--- config.mk ---
export PLATFORM = sky130hd
export DESIGN_NAME = debug_break_ctrl
export DESIGN_NICKNAME = d
export VERILOG_FILES = /design/src/rtl/debug_break_ctrl.sv
export SDC_FILE = /design/constraint.sdc
export NUM_CORES = 1
export LEC_CHECK = 0
export ABC_AREA = 1
export CORE_MARGIN = 2
export CORE_UTILIZATION = 40
export CTS_CLUSTER_SIZE = 25
export DETAILED_ROUTE_END_ITERATION = 8
export GPL_ROUTABILITY_DRIVEN = 1
export SYNTH_ARGS = -nofsm -noshare
export SYNTH_HDL_FRONTEND = slang
export SYNTH_SLANG_ARGS = --single-unit
--- constraint.sdc ---
create_clock -name clk -period 2.3 [get_ports clk]
set_clock_uncertainty 0.05 [all_clocks]
set_input_delay 0.23 -clock clk [delete_from_list [all_inputs] [get_ports clk]]
set_output_delay 0.23 -clock clk [all_outputs]
set_load 0.01 [all_outputs]
--- src/rtl/debug_break_ctrl.sv ---
// Breakpoint/debug sequencer: PC breakpoints checked in ID, halt/continue/step control.
// Optional feature macro: DBG_SINGLE_STEP_EN builds the STEP state and step button path.
module debug_break_ctrl #(
  parameter int unsigned NUM_BP  = 4,
  parameter int unsigned SYNC_ST = 2
) (
  input  logic        clk,
  input  logic        rst_n,
  input  logic        bp_wr_en,
  input  logic [2:0]  bp_wr_idx,
  input  logic [31:0] bp_wr_addr,
  input  logic        bp_wr_valid,
  input  logic [31:0] id_pc,
  input  logic        id_valid,
  input  logic        continue_btn,
  input  logic        step_btn,
  input  logic        halt_req,
  output logic        stall_dbg,
  output logic        halted,
  output logic [2:0]  hit_idx,
  output logic [15:0] hit_count
);

`ifdef DBG_SINGLE_STEP_EN
  typedef enum logic [1:0] {RUN, HALT, RESUME, STEP} state_t;
`else
  typedef enum logic [1:0] {RUN, HALT, RESUME} state_t;
`endif

  state_t       state;
  logic [31:0]  halt_pc;
  logic         slot_en   [NUM_BP];
  logic [29:0]  slot_addr [NUM_BP];

  logic         bp_any;
  logic [2:0]   bp_idx;
  logic         new_instr;
  logic         run_like;
  logic         bp_hit;

  logic [SYNC_ST-1:0] cont_sync;
  logic               cont_prev;
  logic               cont_ev;

  logic unused_addr_lsb;
  assign unused_addr_lsb = ^bp_wr_addr[1:0];

  always_ff @(posedge clk or negedge rst_n) begin
    if (!rst_n) begin
      for (int unsigned i = 0; i < NUM_BP; i++) begin
        slot_en[i]   <= 1'b0;
        slot_addr[i] <= '0;
      end
    end else if (bp_wr_en) begin
      for (int unsigned i = 0; i < NUM_BP; i++) begin
        if (bp_wr_idx == 3'(i)) begin
          slot_en[i]   <= bp_wr_valid;
          slot_addr[i] <= bp_wr_addr[31:2];
        end
      end
    end
  end

  // Scan from the top so the lowest matching slot is the one left standing.
  always_comb begin
    bp_any = 1'b0;
    bp_idx = '0;
    for (int unsigned i = NUM_BP; i > 0; i--) begin
      if (slot_en[i-1] && (slot_addr[i-1] == id_pc[31:2])) begin
        bp_any = 1'b1;
        bp_idx = 3'(i-1);
      end
    end
  end

  always_ff @(posedge clk or negedge rst_n) begin
    if (!rst_n) begin
      cont_sync <= '0;
      cont_prev <= 1'b0;
    end else begin
      cont_sync <= {cont_sync[SYNC_ST-2:0], continue_btn};
      cont_prev <= cont_sync[SYNC_ST-1];
    end
  end
  assign cont_ev = cont_sync[SYNC_ST-1] & ~cont_prev;

`ifdef DBG_SINGLE_STEP_EN
  logic [SYNC_ST-1:0] step_sync;
  logic               step_prev;
  logic               step_ev;

  always_ff @(posedge clk or negedge rst_n) begin
    if (!rst_n) begin
      step_sync <= '0;
      step_prev <= 1'b0;
    end else begin
      step_sync <= {step_sync[SYNC_ST-2:0], step_btn};
      step_prev <= step_sync[SYNC_ST-1];
    end
  end
  assign step_ev = step_sync[SYNC_ST-1] & ~step_prev;
`else
  logic unused_step;
  assign unused_step = step_btn;
`endif

  // RESUME's release cycle behaves exactly like RUN, so a breakpoint on the
  // next instruction is still caught with zero latency.
  assign new_instr = id_valid && (id_pc != halt_pc);
  assign run_like  = (state == RUN) || ((state == RESUME) && new_instr);
  assign bp_hit    = run_like && id_valid && bp_any;

  always_comb begin
    stall_dbg = 1'b0;
    case (state)
      RUN, RESUME: stall_dbg = bp_hit;
      HALT:        stall_dbg = 1'b1;
`ifdef DBG_SINGLE_STEP_EN
      STEP:        stall_dbg = new_instr;
`endif
      default:     stall_dbg = 1'b0;
    endcase
  end

  always_ff @(posedge clk or negedge rst_n) begin
    if (!rst_n) begin
      state     <= RUN;
      halted    <= 1'b0;
      halt_pc   <= '0;
      hit_idx   <= '0;
      hit_count <= '0;
    end else begin
      case (state)
        RUN, RESUME: begin
          if (bp_hit) begin
            state   <= HALT;
            halted  <= 1'b1;
            hit_idx <= bp_idx;
            if (hit_count != 16'hFFFF)
              hit_count <= hit_count + 16'd1;
          end else if (run_like && halt_req) begin
            state  <= HALT;
            halted <= 1'b1;
          end else if (run_like) begin
            state <= RUN;
          end
        end
        HALT: begin
          // ID is frozen while halted, so tracking id_pc here holds the entry PC.
          halt_pc <= id_pc;
`ifdef DBG_SINGLE_STEP_EN
          if (step_ev) begin
            state  <= STEP;
            halted <= 1'b0;
          end else
`endif
          if (cont_ev) begin
            state  <= RESUME;
            halted <= 1'b0;
          end
        end
`ifdef DBG_SINGLE_STEP_EN
        STEP: begin
          if (new_instr) begin
            state  <= HALT;
            halted <= 1'b1;
          end
        end
`endif
        default: begin
          state  <= RUN;
          halted <= 1'b0;
        end
      endcase
    end
  end

endmodule

# Word level (Yosys, flattened, before mapping)

Index checks and enable logic that the tools add are counted.

Register bits after elaboration: 181
Input bits: 75
Word-level logic and storage cells: 71
Output and inout bits: 21

Bitwise logic cells: 2
Eq/ne operators: 14
Reduce and logical (&&, ||, !) cells: 21
Add/sub/neg operators: 1
Multiplexer cells: 18

Operators with widths:

| kind                  | count |
|---|---|
| $eq 30x30->1          | 4 |
| $ne 32x32->1          | 1 |
| $add 16x1->16 const B | 1 |
| $ne 16x16->1 const B  | 1 |
| $reduce_and 2->1      | 7 |
| $mux 2                | 5 |
| $logic_and 1x1->1     | 9 |
| $mux 3                | 3 |
| $mux 1                | 7 |
| $eq 3x2->1 const B    | 2 |
| $ne 4x4->1 const B    | 1 |
| $pmux 1 s2            | 2 |
| $pmux 2 s2            | 1 |
| $eq 3x1->1 const B    | 1 |
| $logic_not 3->1       | 1 |
| $ne 3x3->1 const B    | 1 |
| $reduce_and 3->1      | 1 |
| $eq 2x1->1 const B    | 1 |
| $eq 2x2->1 const B    | 1 |
| $logic_not 2->1       | 1 |
| $ne 2x2->1 const B    | 1 |
| $reduce_or 2->1       | 1 |
| $and 1x1->1           | 1 |
| $logic_or 1x1->1      | 1 |
| $not 1->1             | 1 |

# Longest topological paths before layout

Gate-level depths: netlist of run 1.

Depth after elaboration: 9
Mapped depth: 18
Depth with buffers taken out: 17

# Least setup slack after synthesis of run 1

Ideal clock, no wire load.

Path kind: register to register
Start: register hit_count[0]
End: register hit_count[0]
Slack: 0.284 ns
Path buffers: 1
Clock period less this slack: 2.016 ns
Library setup time: 0.128 ns
Required time: 2.122 ns
Arrival: 1.838 ns
Stages on the path, launching flop included: 11
Cell sequence: dfrtp_1 ha_1 nand3_1 nor2_1 nand2_1 nor3_4 nand2_1 clkinv_1 nor2_4 buf_12 xor2_2

Longest elaborated chain between the ends: 2
Elaborated cells between the ends (all ways): 3
Classes of those cells: 1 x add/sub; 1 x eq/ne; 1 x reduce/logical

RTL lines:

| element                                               | line | source |
|---|---|---|
| from (decl)                                           | 21   | `output logic [15:0] hit_count` |
| from (signal assigned)                                | 140  | `hit_count <= hit_count + 16'd1;` |
| branches (longest 2 deep; another with $add 16x1->16) | --   |  |

Several ways; the timed one is not identified.
A chain may end at the register's enable or synchronous reset.

# Worst setup path in the final report of run 1

Start: register slot_addr[115] (netlist bit)
End: output port stall_dbg

Longest elaborated chain between the ends: 5

RTL lines:

| element                           | line | source |
|---|---|---|
| from (decl)                       | 33   | `logic [29:0] slot_addr [NUM_BP];` |
| from (signal, indexed assignment) | 58   | `slot_addr[i] <= bp_wr_addr[31:2];` |
| $eq 30x30->1                      | 69   | `if (slot_en[i-1] && (slot_addr[i-1] == id_pc[31:2])) begin` |
| $logic_and 1x1->1                 | 69   |  |
| $mux 1                            | 69   |  |
| $logic_and 1x1->1                 | 111  | `assign bp_hit = run_like && id_valid && bp_any;` |
| $pmux 1 s2                        | 115  | `case (state)` |
| to (decl)                         | 18   | `output logic stall_dbg,` |

Every way passes these cells.

==> flow_summary.yaml, run 1 <==
grt:
  grt_pass1_wl_um: 52800
  overflow: 0
  grtUsageTotal_pct: 26.1
  grt_pass1_vias: 9588
  antenna_found_initial: 1
  grt_max_degree: 63
route:
  viasPerCell: 4.89
  drtAntennaViolNets: 0
  drcViolationCount: 0
  dr.pass1.iters: 7
  drt-total-wl_um: 33700
  drtIter0Drc: 833
  routedWlPerCell_um: 16.4
  vias: 10100
sta:
  period_minus_slack_ps: 2330
  fmax_mhz: 428
  slew_headroom_pct: 60.0
  min_period_over_period_pct: 101
  final-hold-violation-count: 0
  setup_viol_count_final: 1
  rsz0062_at_grt: "yes"
  tightestPinTransition_ps: 601
  slew_violations: 0
  fin_ws_ps: -34.1
floorplan:
  fp.dieH_um: 164
  die-area_mm2: 0.0270
  dieWidth_um: 164
  ios: 96
  coreArea_mm2: 0.0252
  rows: 58
  start_util_pct: 40.8
clocking:
  clockBufferDepth: 2
  clk_pin_slew_worst_paths_ps: 70
  cts_root_buf: "clkbuf_16"
  cts_made_buffers: 17
  cts_tree: "yes"
  cts_sinks: 180
  htree_levels: 4
  clkLatencyLatePin_ps: 440
placement:
  dpl.cell_count: 2019
  port_buffers: 91
  place_ws_ps: -554
  dp_hpwl_um: 25900
  place_congestion: 1.02
layout:
  multi_input_area_mm2: 0.00497
  nFillCells: 2519
  nets: 1792
  layout_common_cells: "579 x nand2_1, 185 x inv_1, 180 x dfrtp_1"
  syn_to_final_growth_pct: 32.2
  drive_above_1_share_pct: 17.9
  regArea_mm2: 0.00450
  fin_cells: 2060
  layout_commonest_cell: "nand2_1"
synth:
  netlist_area_mm2: 0.0103
  ys_seq_area_share_pct: 43.9
  synth_cell_types: 37
  ys.flop_type: "dfrtp_1"
  syn-num-nets: 1561
  synth_enable_flop_cells: 0
  synth_area_per_cell_um2: 6.91
  synthCells: 1485
  yosys_warnings: 0
  synth_seq_cells: 180
  async_flop_share_pct: 100
setup_path:
  crit_path_end_kind: "output port"
  rr_endpoint: "hit_count[5]$_DFFE_PN0P_"
  worst-r2r-setup-slack_ps: 10
  cp.arrival_ps: 2050
  cpPeakStageDelay_ps: 380
  cp_data_required_time_ps: 2020
  critical_path_class: "reg2out"
  crit_cells: 13
  cpMaxStageDelayCell: "dfrtp_1"
  start_kind: "flop"
  cpLargestDelayFamily: "simple AND/OR/NAND/NOR gates"
  crit_buf_inv: 2
  worstPathCellList: "inv_1 -> nand2_1 -> nand2_1 -> nor2_1 -> nand2_1 -> nor2_1 -> nand2_1 -> nor2_4 -> nor2_4 -> nand2_4 -> nand3_4 -> nand2_2 -> buf_6"
  path_common_cell: "nand2_1"
  reg2reg_depth: 16
  r2r_start: "slot_addr[115]$_DFFE_PN0P_"
  worstPathMaxFanout: 3
status:
  status: "complete, but fails checks"
  failed_checks: "negative setup slack"
min_path:
  min_path_type: "in2reg"
  hold_path_end: "halt_pc[3]$_DFFE_PN0N_"
  min_delay_path_depth: 3
  worstHoldStart: "id_pc[3]"
power:
  cellLeakagePower_nw: 7.22
  power_density_mw_per_mm2: 804
  vdd_drop_max_v: 0.000504
  power.total_mw: 10.9
flow_run:
  cap_violations: 0
-- through the flow --
step                      instance area [µm²]  setup TNS, ps  utilization [%]  hold slack [ps]
after floorplan                         10300              0                -             -116
after global placement                  12700          -8650             50.3              194
after detailed placement                12700          -8640             50.3              197
after CTS                               13300          -57.8             52.8              181
after global routing                    13600          -1260             53.9              172
final                                   13600          -34.1             53.9              136
-- worst max path at each step --
stage / start / endpoint / slack, ps
5_1_grt: slot_addr[18]$_DFFE_PN0P_ / stall_dbg / -120
6_report: slot_addr[115]$_DFFE_PN0P_ / stall_dbg / -30
3_5_place_dp: id_pc[29] / stall_dbg / -550
4_1_cts: halt_pc[14]$_DFFE_PN0N_ / stall_dbg / -60
3_3_place_gp: id_pc[12] / stall_dbg / -550
2_1_floorplan: hit_count[0]$_DFFE_PN0P_ / hit_count[0]$_DFFE_PN0P_ / 280
-- cell families after synthesis --
family / count (synthesis) / share of synthesized area (%)
simple gates: 837 / 33.6
buf+inv: 254 / 9.91
flops: 180 / 43.9
compound gates: 167 / 8.29
xor+xnor: 45 / 4.13
fa+ha+maj: 1 / 0.122
other cells: 1 / 0.0365
-- synth_stat cells, types with 3 or more instances --
cell,count,area [µm²]
a21oi_1,4,20.0
buf_4,12,90.1
clkbuf_1,31,116
dfrtp_1,180,4500
inv_1,187,702
inv_2,20,75.1
nand2_1,614,2300
nand2_2,5,31.3
nand2_4,4,45.0
nand3_1,28,140
nand3b_1,3,22.5
nand4_1,38,238
nor2_1,104,390
nor2_2,5,31.3
nor3_1,22,110
nor3b_1,3,22.5
o21ai_0,158,791
xnor2_1,35,307
xnor2_2,3,48.8
xor2_1,6,52.6
-- flip-flops by register name, indices dropped and copies added, names as in the netlist --
| register | cells |
|---|---|
| halted | 1 |
| cont_prev | 1 |
| slot_en | 4 |
| hit_idx | 2 |
| hit_count | 16 |
| state | 2 |
| slot_addr | 120 |
| halt_pc | 32 |
| cont_sync | 2 |
-- repair_timing --
item,in CTS,in global routing
hold buffers,1,0
endpoints found under the setup margin,6,19
pin swaps,11,25
cloned,0,1
endpoints found under the hold margin,45,0
setup buffers,0,6
resized for setup,27,71
-- power by group --
part / switching [mW] / leakage, nW / internal [mW]
sequential: 0.564 / 2.25 / 3.89
clock: 1.39 / 0.289 / 1.60
combinational: 2.00 / 4.69 / 1.47
total: 3.95 / 7.22 / 6.95
-- metal layers --
metal / vias to the layer above / routed length [µm] / global-route usage [%] / part of all wire (%)
li1: 5038 / - / - / -
met1: 4703 / 15500 / 36.3 / 46
met2: 278 / 15400 / 41.9 / 46
met3: 50 / 1820 / 3.06 / 5.4
met4: 0 / 1050 / 9.37 / 3.1
met5: - / 0 / 0 / 0
-- area by class of cell --
type                            instances  area share (%)
Multi-Input combinational cell       1051            36.6
Sequential cell                       180            33.2
Tap cell                              330            3.04
Clock buffer                           19            3.34
Clock inverter                         13            1.02
Timing Repair Buffer                  258            17.0
Inverter                              208            5.75
Antenna cell                            1          0.0184
-- worst register-to-register path: cells and delay by family (launching register included) --
family | cells | cell delay (ps)
and+or+nand+nor | 12 | 1230
xor gates and xnor gates | 1 | 120
DFF | 1 | 380
buffers and inverters | 3 | 400
(Power assumes the default switching activity.)
==> run 2: changes to the inputs <==
--- a/config.mk
+++ b/config.mk
@@ -7,10 +7,11 @@
 export LEC_CHECK = 0
 export ABC_AREA = 1
 export CORE_MARGIN = 2
-export CORE_UTILIZATION = 40
+export CORE_UTILIZATION = 50
 export CTS_CLUSTER_SIZE = 25
 export DETAILED_ROUTE_END_ITERATION = 8
 export GPL_ROUTABILITY_DRIVEN = 1
+export PLACE_DENSITY = 0.71
 export SYNTH_ARGS = -nofsm -noshare
 export SYNTH_HDL_FRONTEND = slang
 export SYNTH_SLANG_ARGS = --single-unit
==> flow_summary.yaml, run 2 (synthesis gave the netlist of run 1 again) <==
power:
  switching_share_pct: 35.3
  p_sw_mw: 3.80
  vdd_drop_max_v: 0.000523
  power.internal_mw: 6.97
  p_seq_share_pct: 41.2
  comb_power_share_pct: 31.0
  power.share.clock_pct: 27.8
  cellLeakagePower_nw: 7.03
  power_density_mw_per_mm2: 811
  power.total_mw: 10.8
placement:
  place_area_mm2: 0.0126
  port_buffers: 91
  place_congestion: 0.999
  place_ws_ps: -544
  dp_hpwl_um: 24500
grt:
  grt_pass1_wl_um: 51300
  grt_pass1_vias: 9781
  antenna_found_initial: 0
  grt_max_degree: 63
  grtUsageTotal_pct: 30.6
  overflow: 0
layout:
  antenna_cells: 0
  fin_area_mm2: 0.0133
  layout_commonest_cell: "nand2_1"
  top_regs: "slot_addr: 120 flops, halt_pc: 32 flops, hit_count: 16 flops"
  nets: 1787
  largest_register: "slot_addr"
  layout_common_cells: "604 x nand2_1, 187 x inv_1, 180 x dfrtp_1"
  syn_to_final_growth_pct: 29.4
  drive_above_1_share_pct: 15.1
  nFillCells: 1778
  utilization_pct: 65.9
  multi_input_area_mm2: 0.00483
  regArea_mm2: 0.00450
  largest_reg_flops: 120
sta:
  final-hold-violation-count: 0
  tightestPinTransition_ps: 694
  min_period_over_period_pct: 103
  rsz0062_at_grt: "yes"
  slew_violations: 0
  slew_headroom_pct: 53.7
  period_minus_slack_ps: 2360
  fin_ws_ps: -60.3
  fmax_mhz: 424
  setup_viol_count_final: 7
setup_path:
  start_kind: "flop"
  worstPathMaxFanout: 2
  cp.arrival_ps: 2080
  cp_data_required_time_ps: 2020
  crit_path_end_kind: "output port"
  critical_path_class: "reg2out"
floorplan:
  die-area_mm2: 0.0217
  rows: 52
  coreArea_mm2: 0.0202
  dieWidth_um: 147
  start_util_pct: 50.9
  fp.dieH_um: 147
  ios: 96
route:
  drtIter0Drc: 837
  dr.pass1.iters: 6
  vias: 10200
  drt-total-wl_um: 32300
  drtAntennaViolNets: 0
  viasPerCell: 5.11
  drcViolationCount: 0
  routedWlPerCell_um: 16.2
clocking:
  cts_made_buffers: 17
  clkLatencyLatePin_ps: 440
  cts_tree: "yes"
  cts_sinks: 180
  htree_levels: 4
  clk_pin_slew_worst_paths_ps: 70
  cts_root_buf: "clkbuf_16"
  clockBufferDepth: 2
min_path:
  min_path_type: "in2reg"
flow_run:
  cap_violations: 0
status:
  failed_checks: "negative setup slack"
  status: "complete, but fails checks"
## run 2: final cells by class
| type | instances | area share [%] |
|---|---|---|
| inverters | 208 | 5.88 |
| clock buffers | 20 | 3.51 |
| clock inverters | 11 | 0.942 |
| multi-input cells | 1051 | 36.3 |
| flip-flops and latches | 180 | 33.9 |
| repair buffers | 253 | 16.9 |
| well taps | 270 | 2.54 |
## run 2: timing repair
action / 4_1_cts / 5_1_grt
setup buffers: 1 / 1
pin swaps: 7 / 16
gates cloned: 0 / 1
gates resized for setup: 18 / 20
hold buffers: 1 / 0
hold endpoints to repair: 49 / 0
endpoints found under the setup margin: 16 / 19
## run 2: routing by layer
layer,wire [µm],global-route usage [%],vias to the layer above
li1,-,-,5016
met1,13900,40.6,4709
met2,15100,51.0,376
met3,2070,4.50,86
met4,1170,11.8,0
met5,0,0,-
## run 2: per-stage QoR
stage          std cells  TNS [ps]  hold WS (ps)
6_report            1993      -146           149
5_1_grt             1993     -1940           169
3_3_place_gp        1958     -7740           187
2_1_floorplan       1485         0          -116
3_5_place_dp        1958     -8760           184
4_1_cts             1991     -74.9           205
## run 2: critical path, stage by stage (launching register included)
cell	delay [ps]
dfrtp_1	400
xnor2_1	150
buf_4	160
nand3b_1	180
nor2_1	150
nand2_1	120
nor2_2	140
nor2_2	60
nand2_4	70
nand3_4	60
nand2_2	60
buf_6	90
## run 2: worst paths after layout
path                                             end                       from  slack (ps)  depth (start not counted)
min in group asynchronous  slot_addr[12]$_DFFE_PN0P_                      rst_n         280                          2
min                           halt_pc[5]$_DFFE_PN0N_                   id_pc[5]         150                          3
max                                        stall_dbg  slot_addr[27]$_DFFE_PN0P_         -60                         11
max in group asynchronous  slot_addr[90]$_DFFE_PN0P_                      rst_n        1270                          3
min reg2reg                   cont_sync[1]$_DFF_PN0_     cont_sync[0]$_DFF_PN0_         320                          0
max reg2reg                hit_count[12]$_DFFE_PN0P_  slot_addr[27]$_DFFE_PN0P_         -20                         14
## run 2: power groups by stage
stage | Clock (mW) | Combinational, mW | Sequential, mW
detailed placement | 0 | 3.28 | 4.46
global placement | 0 | 3.19 | 4.44
finish | 3.00 | 3.34 | 4.43
CTS | 3.02 | 3.31 | 4.42
global route | 3.15 | 3.77 | 4.53
floorplan | 0 | 1.95 | 4.34
